===== src/rtl/dmem_arbiter.sv =====
// dmem_arbiter: shares the single-port data memory between the CPU
// memory stage (default priority) and a DMA/debug loader port.
// Ports: clk, reset (sync, active-high); cpu_req/we/addr/wdata in,
// cpu_rdata/cpu_stall out; dma_req/we/addr/wdata in, dma_rdata and
// dma_ack out; mem_we/addr/wdata to the array, mem_rdata back (async).
module dmem_arbiter #(
  parameter int ADDR_W   = 10,
  parameter int DATA_W   = 32,
  parameter int MAX_WAIT = 4
) (
  input  logic              clk,
  input  logic              reset,
  input  logic              cpu_req,
  input  logic              cpu_we,
  input  logic [ADDR_W-1:0] cpu_addr,
  input  logic [DATA_W-1:0] cpu_wdata,
  output logic [DATA_W-1:0] cpu_rdata,
  output logic              cpu_stall,
  input  logic              dma_req,
  input  logic              dma_we,
  input  logic [ADDR_W-1:0] dma_addr,
  input  logic [DATA_W-1:0] dma_wdata,
  output logic [DATA_W-1:0] dma_rdata,
  output logic              dma_ack,
  output logic              mem_we,
  output logic [ADDR_W-1:0] mem_addr,
  output logic [DATA_W-1:0] mem_wdata,
  input  logic [DATA_W-1:0] mem_rdata
);

  localparam int CW =
    (MAX_WAIT < 1) ? 1 : $clog2(MAX_WAIT + 1);
  localparam logic [CW-1:0] WAIT_MAX = CW'(MAX_WAIT);

  typedef enum logic {
    S_RUN,
    S_ACK
  } state_t;

  state_t        state;
  logic [CW-1:0] wait_cnt;
  logic          dma_elig;
  logic          dma_grant;
  logic          cpu_grant;

  // The ack cycle blocks a held dma_req from being granted twice.
  always_comb begin
    dma_elig  = dma_req & (state == S_RUN) & ~reset;
    dma_grant = dma_elig &
                (~cpu_req | (wait_cnt >= WAIT_MAX));
    cpu_grant = cpu_req & ~dma_grant & ~reset;
  end

  assign cpu_stall = cpu_req & dma_grant;
  assign cpu_rdata = mem_rdata;

  always_comb begin
    if (dma_grant) begin
      mem_addr  = dma_addr;
      mem_wdata = dma_wdata;
      mem_we    = dma_we;
    end else begin
      mem_addr  = cpu_addr;
      mem_wdata = cpu_wdata;
      mem_we    = cpu_grant & cpu_we;
    end
  end

  always_ff @(posedge clk) begin
    if (reset) begin
      state     <= S_RUN;
      wait_cnt  <= '0;
      dma_ack   <= 1'b0;
      dma_rdata <= '0;
    end else begin
      dma_ack <= dma_grant;
      if (dma_grant) begin
        state     <= S_ACK;
        dma_rdata <= mem_rdata;
        wait_cnt  <= '0;
      end else begin
        state <= S_RUN;
        // Count only cycles where DMA could have won but lost;
        // the ack cycle leaves the count untouched.
        if (!dma_req) begin
          wait_cnt <= '0;
        end else if (dma_elig && (wait_cnt < WAIT_MAX)) begin
          wait_cnt <= wait_cnt + CW'(1);
        end
      end
    end
  end

endmodule


===== config.mk =====
export PLATFORM = sky130hd
export DESIGN_NAME = dmem_arbiter
export DESIGN_NICKNAME = d
export VERILOG_FILES = /design/src/rtl/dmem_arbiter.sv
export SDC_FILE = /design/constraint.sdc
export NUM_CORES = 1
export LEC_CHECK = 0
export BUFFER_PORTS_ARGS = -buffer_cell sky130_fd_sc_hd__clkbuf_2
export CORE_AREA = 2 2 88 90
export DETAILED_ROUTE_END_ITERATION = 10
export DIE_AREA = 0 0 90 92
export GPL_ROUTABILITY_DRIVEN = 0
export GPL_TIMING_DRIVEN = 0
export PLACE_DENSITY = 0.7
export SYNTH_ARGS = -nofsm -noshare
export SYNTH_HDL_FRONTEND = slang
export SYNTH_SLANG_ARGS = --single-unit

===== constraint.sdc =====
create_clock -name clk -period 1.74 [get_ports clk]
set_clock_uncertainty 0.1 [all_clocks]
set_input_delay 0.261 -clock clk [delete_from_list [all_inputs] [get_ports clk]]
set_output_delay 0.261 -clock clk [all_outputs]
set_load 0.05 [all_outputs]

==> flow_summary.toml, run 1 <==
[clock_network]
hold_buffers = 0
numCtsBuffers = 5
clkLatencyLatePin_ps = 290
clk_path_buf_depth = 2
cts_tree = "built"
clkTransAtPathRegs_ps = 80
htree_num_levels = 2
cts_sinks = 36
root_buffer = "clkbuf_8"

[timing]
clock.fmax_mhz = 477
whs_ps = 103
grt_setup_unrepaired = "true"
finalSetupViolCount = 44
tns_ps = -13880
maxSlewViolCount = 0
period_share_pct = 121
fin_crit_ps = 2100
hold_viol = 0
worstMarginPinSlew_ps = 442
relSlewSlack_pct = 70.5
fin_ws_ps = -357

[route]
ant_nets = 0
drc = 0
via_per_inst = 4.47
dr.pass1.iters = 4
num_vias = 2668
post_drt_wl_per_cell_um = 14.8
drt-total-wl_um = 8830
drtIter0Drc = 42

[logic_synthesis]
synth_area_um2 = 2110
synth_fp_nets = 367
ys_warn_count = 0
syn_avg_cell_area_um2 = 8.63
synth_cells = 244
ys_seq_area_share_pct = 34.2
yosysUniqueCellTypes = 22
ys_ff_latch = 36

[critical_path]
critPathRequiredTime_ps = 1380
endpoint_kind = "primary output"
start_kind = "flip-flop"
path_class = "flip-flop to primary output"
crit_arrival_ps = 1740
crit_fanout = 5

[pwr]
share_comb_of_total_power_pct = 47.5
power.share.clock_pct = 20.9
p_seq_share_pct = 31.6
switching_share_pct = 41.0
power_density_nw_per_um2 = 672
p_sw_mw = 1.15
power.internal_mw = 1.66
ir_worst_vdd_mv = 0.406
leakagePower_nw = 2.16

[place]
io_buffers = 230
dpl.hpwl_um = 6510

[cells_and_area]
nFillCells = 695
n_antenna_cell = 0
mostFrequentLayoutCell = "clkbuf_2"
syn_to_final_growth_pct = 98.5
utilization_pct = 56.1
drive_gt1_share_pct = 69.3
final_cell_mix = "clkbuf_2 (189), buf_4 (42), dfxtp_1 (35)"
nets = 617

[floorplan]
initial_core_util_pct = 28.3
die_height_um = 92
core_um2 = 7450
io_pins = 231
num_rows = 32
die_x_um = 90
die_area_um2 = 8280

[worst_hold_path]
hold_class = "input pin to flip-flop"

[global_route]
antenna_found_initial = 0
grt_util_all_layers_pct = 19.2
grt_pass1_vias = 2588
grt_max_degree = 13
overflow = 0
grt_pass1_wl_um = 12800

[outcome]
violations = "negative setup slack"
status = "complete, but fails checks"

[run]
cap_viol_max_count = 0
## state kept, by name (all words and copies together), names as in the netlist
signal / count
dma_ack: 1
dma_rdata: 32
wait_cnt: 3
## logic make-up (layout without fill, tap and decap cells)
group / count (synthesis) / after routing / share of synthesized area [%]
simple gates: 78 / 79 / 17.6
fa+ha+maj: 1 / 1 / 0.594
mux: 42 / 42 / 22.5
buf+inv: 51 / 301 / 16.4
compound gates: 36 / 36 / 8.68
flops: 36 / 36 / 34.2
## metal layers
layer / wire length, µm / up-vias / track usage [%] / share of wire [%]
li1: - / 1316 / - / -
met1: 3360 / 1199 / 21.6 / 38
met2: 4560 / 140 / 34.7 / 52
met3: 757 / 13 / 6.08 / 8.6
met4: 148 / 0 / 5.51 / 1.7
met5: 0 / - / 0 / 0
## cell usage after synthesis, drive strengths merged
library cell / n / area (µm²)
mux2: 42 / 473
a21oi: 2 / 10.0
nand3b: 1 / 7.51
inv: 2 / 7.51
dfxtp: 36 / 721
or3: 1 / 6.26
nor3b: 1 / 18.8
o21ai: 33 / 165
nand3: 34 / 170
ha: 1 / 12.5
nand2: 35 / 134
buf: 37 / 290
a22oi: 1 / 7.51
nand2b: 2 / 12.5
clkbuf: 12 / 47.6
nor2: 1 / 3.75
nor2b: 2 / 12.5
and3: 1 / 6.26
## worst paths after layout
check             cells past startpoint  slack, ps          start       endpoint
setup reg to reg                      6        130        dma_ack   dma_rdata[6]
hold / removal                        3        100  mem_rdata[21]  dma_rdata[21]
hold reg to reg                       2        360  dma_rdata[11]  dma_rdata[11]
setup / recovery                      6       -360        dma_ack  mem_wdata[31]
## power groups by stage
stage                     Combinational (mW)  Clock (mW)  Sequential [mW]
after global placement                  1.12           0            0.906
after CTS                               1.27       0.610            0.887
after floorplan                        0.654           0             1.05
after detailed placement                1.12           0            0.906
after global routing                    1.39       0.645            0.893
final                                   1.33       0.588            0.887
## repair_timing
action / in CTS / in global routing
pin swaps: 2 / 2
resized for setup: 96 / 39
gates cloned: 1 / 2
hold endpoints to repair: 0 / 0
setup buffers: 4 / 8
endpoints found under the setup margin: 73 / 44
## worst max-delay path, cell delays in order, from the launching register on
cell       delay, ps
dfxtp_4          360
nor3b_4          210
buf_12           150
nand2_8           80
buf_12           150
mux2_4           310
clkbuf_16        180
## per-stage QoR
stage	setup WS [ps]	std cells	cell area [µm²]	power, mW
5_1_grt	-404	597	4180	2.93
2_1_floorplan	-37.6	244	2170	1.70
3_3_place_gp	-489	576	3450	2.02
4_1_cts	-423	588	4000	2.77
6_report	-357	597	4180	2.81
3_5_place_dp	-499	576	3450	2.03
## cell type report
| class | instances | area [µm²] | area share, % |
|---|---|---|---|
| timing repair buffer | 243 | 1730 | 41.4 |
| clock inverter | 3 | 18.8 | 0.449 |
| buffer | 48 | 362 | 8.65 |
| clock buffer | 5 | 68.8 | 1.65 |
| multi-input combinational | 158 | 1140 | 27.2 |
| sequential | 36 | 724 | 17.3 |
| tap | 102 | 128 | 3.05 |
| inverter | 2 | 10.0 | 0.240 |
(Power assumes the default switching activity.)
==> inputs of run 2 (changes only) <==
==> config.mk (replaced) <==
export PLATFORM = sky130hd
export DESIGN_NAME = dmem_arbiter
export DESIGN_NICKNAME = d
export VERILOG_FILES = /design/src/rtl/dmem_arbiter.sv
export SDC_FILE = /design/constraint.sdc
export NUM_CORES = 1
export LEC_CHECK = 0
export ABC_AREA = 1
export BUFFER_PORTS_ARGS = -buffer_cell sky130_fd_sc_hd__clkbuf_2
export CORE_AREA = 2 2 89 91
export DETAILED_ROUTE_END_ITERATION = 10
export DIE_AREA = 0 0 91 93
export GPL_ROUTABILITY_DRIVEN = 0
export GPL_TIMING_DRIVEN = 0
export PLACE_DENSITY = 0.73
export SYNTH_ARGS = -nofsm -noshare
export SYNTH_HDL_FRONTEND = slang
export SYNTH_SLANG_ARGS = --single-unit
==> constraint.sdc (replaced) <==
create_clock -name clk -period 2.3 [get_ports clk]
set_clock_uncertainty 0.1 [all_clocks]
set_input_delay 0.345 -clock clk [delete_from_list [all_inputs] [get_ports clk]]
set_output_delay 0.345 -clock clk [all_outputs]
set_load 0.05 [all_outputs]
==> flow_summary.toml, run 2 <==
[outcome]
status = "completed"

[route]
drc = 0
drtIter0Drc = 88
post_drt_wl_per_cell_um = 11.3
ant_nets = 0
dr.pass1.iters = 4
drt-total-wl_um = 8520
num_vias = 3305
via_per_inst = 4.38

[logic_synthesis]
postSynth.asyncResetShare_pct = 0
ys_ff_latch = 36
ys.flop_type = "dfxtp_1"
synth_most_common_cell = "nand2_1"
ys_warn_count = 0
synth_area_um2 = 2410
synth_fp_nets = 533
syn_avg_cell_area_um2 = 5.88
yosys-top-cells-area = "dfxtp_1 (30%), nand2_1 (26%), nor2_1 (11%)"
yosysUniqueCellTypes = 19
synth_top_area_share_pct = 29.9
synth_largest_area_cell = "dfxtp_1"
synth_edf_count = 0
yosys-top-cells-count = "nand2_1 (164), nor2_1 (70), dfxtp_1 (36), inv_1 (36), nand4_1 (34)"
ys_seq_area_share_pct = 29.9
synth_cells = 410

[clock_network]
cts_tree = "built"
numCtsBuffers = 5
root_buffer = "clkbuf_8"
htree_num_levels = 2
clkTransAtPathRegs_ps = 80
clkLatencyLatePin_ps = 280
cts_sinks = 36
clk_path_buf_depth = 2

[floorplan]
io_pins = 231
die_x_um = 91
die_height_um = 93
die_area_um2 = 8460
num_rows = 32
initial_core_util_pct = 32.0
core_um2 = 7530

[global_route]
grt_util_met1_pct = 21.4
grt_max_degree = 13
grt_pass1_wl_um = 13000
met3_usage_pct = 5.48
antenna_found_initial = 0
use_met2_pct = 32.4
overflow = 0
grt_util_all_layers_pct = 18.4
grt_pass1_vias = 2919
top_usage_layer = "met2"

[pwr]
ir_worst_vdd_mv = 0.291
leakagePower_nw = 2.44
power_density_nw_per_um2 = 532

[place]
io_buffers = 230
dpl.hpwl_um = 6940
post-place-cells = 742
placed_cell_area_um2 = 3690

[critical_path]
crit_chain = "inv_2 -> nand2_4 -> inv_2 -> nor2_4 -> buf_6 -> buf_6 -> nand2_1 -> nand2_1 -> clkbuf_4"
crit_arrival_ps = 1700
critPathMaxStageDelay_ps = 350
start_kind = "flip-flop"
slowest_stage = "dfxtp_1"
endpoint_kind = "primary output"
crit_fanout = 10
path_class = "flip-flop to primary output"
critPathRequiredTime_ps = 1860

[cells_and_area]
syn_to_final_growth_pct = 62.0
fin_cells = 754
nets = 774
largest_register_ffs = 32
n_antenna_cell = 0
largest_register = "dma_rdata"
top_regs = "dma_rdata: 32 flops, wait_cnt: 3 flops, dma_ack: 1 flops"
drive_gt1_share_pct = 45.9
final_cell_mix = "clkbuf_2 (195), nand2_1 (164), nor2_1 (70)"
postLayoutCellArea_um2 = 3910
mostFrequentLayoutCell = "clkbuf_2"

[timing]
maxSlewViolCount = 0
grt_setup_unrepaired = "false"
finalSetupViolCount = 0
tns_ps = 0
fin_crit_ps = 2150
relSlewSlack_pct = 72.0
worstMarginPinSlew_ps = 419
clock.fmax_mhz = 465
period_share_pct = 93.5
hold_viol = 0

[worst_hold_path]
hold_class = "input pin to flip-flop"

[run]
cap_viol_max_count = 0
==> run 2: changes by cell type in the layout (fill, tap and decap cells not counted), moves of 27 or more <==
cell,delta
nand2_1,+130
nor2_1,+69
inv_1,+35
nand4_1,+34
mux2_2,-32
o21ai_0,-32
nand3_1,-31
clkbuf_4,+27
==> run 2: cell type report <==
class	instances	area [µm²]
plain buffers	56	380
clock buffers	6	82.6
clock inverters	2	13.8
fillers	814	3620
inverters	41	156
multi-input cells	277	1160
flip-flops and latches	36	721
well taps	102	128
repair buffers	234	1260
==> run 2: logic make-up after synthesis <==
logic type | Yosys count | synth area share (%)
buf+inv | 97 | 21.9
simple gates | 274 | 47.3
compound gates | 2 | 0.415
flops | 36 | 29.9
fa+ha+maj | 1 | 0.519
==> run 2: worst max-delay path: cells and delay by family (launching register included) <==
family                 cells  cell delay, ps
and+or+nand+nor            4             400
DFF                        1             350
buffers and inverters      5             670
==> run 2: worst paths after layout <==
kind | from | end | slack [ps] | depth (start not counted)
worst min-delay path | mem_rdata[3] | dma_rdata[3] | 300 | 5
worst max register to register | wait_cnt[2] | dma_rdata[16] | 890 | 8
worst max-delay path | wait_cnt[2] | mem_addr[7] | 150 | 9
worst min register to register | dma_rdata[27] | dma_rdata[27] | 380 | 2
==> run 2: through the flow <==
step / power [mW] / utilization, % / hold WS, ps / setup WS (ps)
4_1_cts: 2.09 / 51.2 / 289 / -5.14
6_report: 2.08 / 51.9 / 297 / 151
3_3_place_gp: 1.58 / 49.0 / 366 / 149
2_1_floorplan: 1.32 / - / 359 / 29.4
3_5_place_dp: 1.59 / 49.0 / 374 / 130
5_1_grt: 2.19 / 51.9 / 313 / 19.9
==> run 2: routing by layer <==
metal | vias to the layer above | share of wire [%]
met5 | - | 0
met4 | 0 | 2.2
met3 | 15 | 8.9
met2 | 148 | 49
met1 | 1440 | 40
li1 | 1702 | -
==> run 2: repair_timing <==
action	in CTS	in global routing
hold buffers	0	0
pin swaps	0	1
gates cloned	0	0
setup buffers	0	4
setup endpoints to repair	28	44
endpoints found under the hold margin	0	0
gates resized for setup	28	22
==> run 2: power breakdown <==
part | leakage (nW) | switching, mW | internal [mW]
registers | 0.294 | 0.0159 | 0.653
clock network | 0.0516 | 0.231 | 0.245
logic | 2.09 | 0.651 | 0.283
total | 2.44 | 0.898 | 1.18
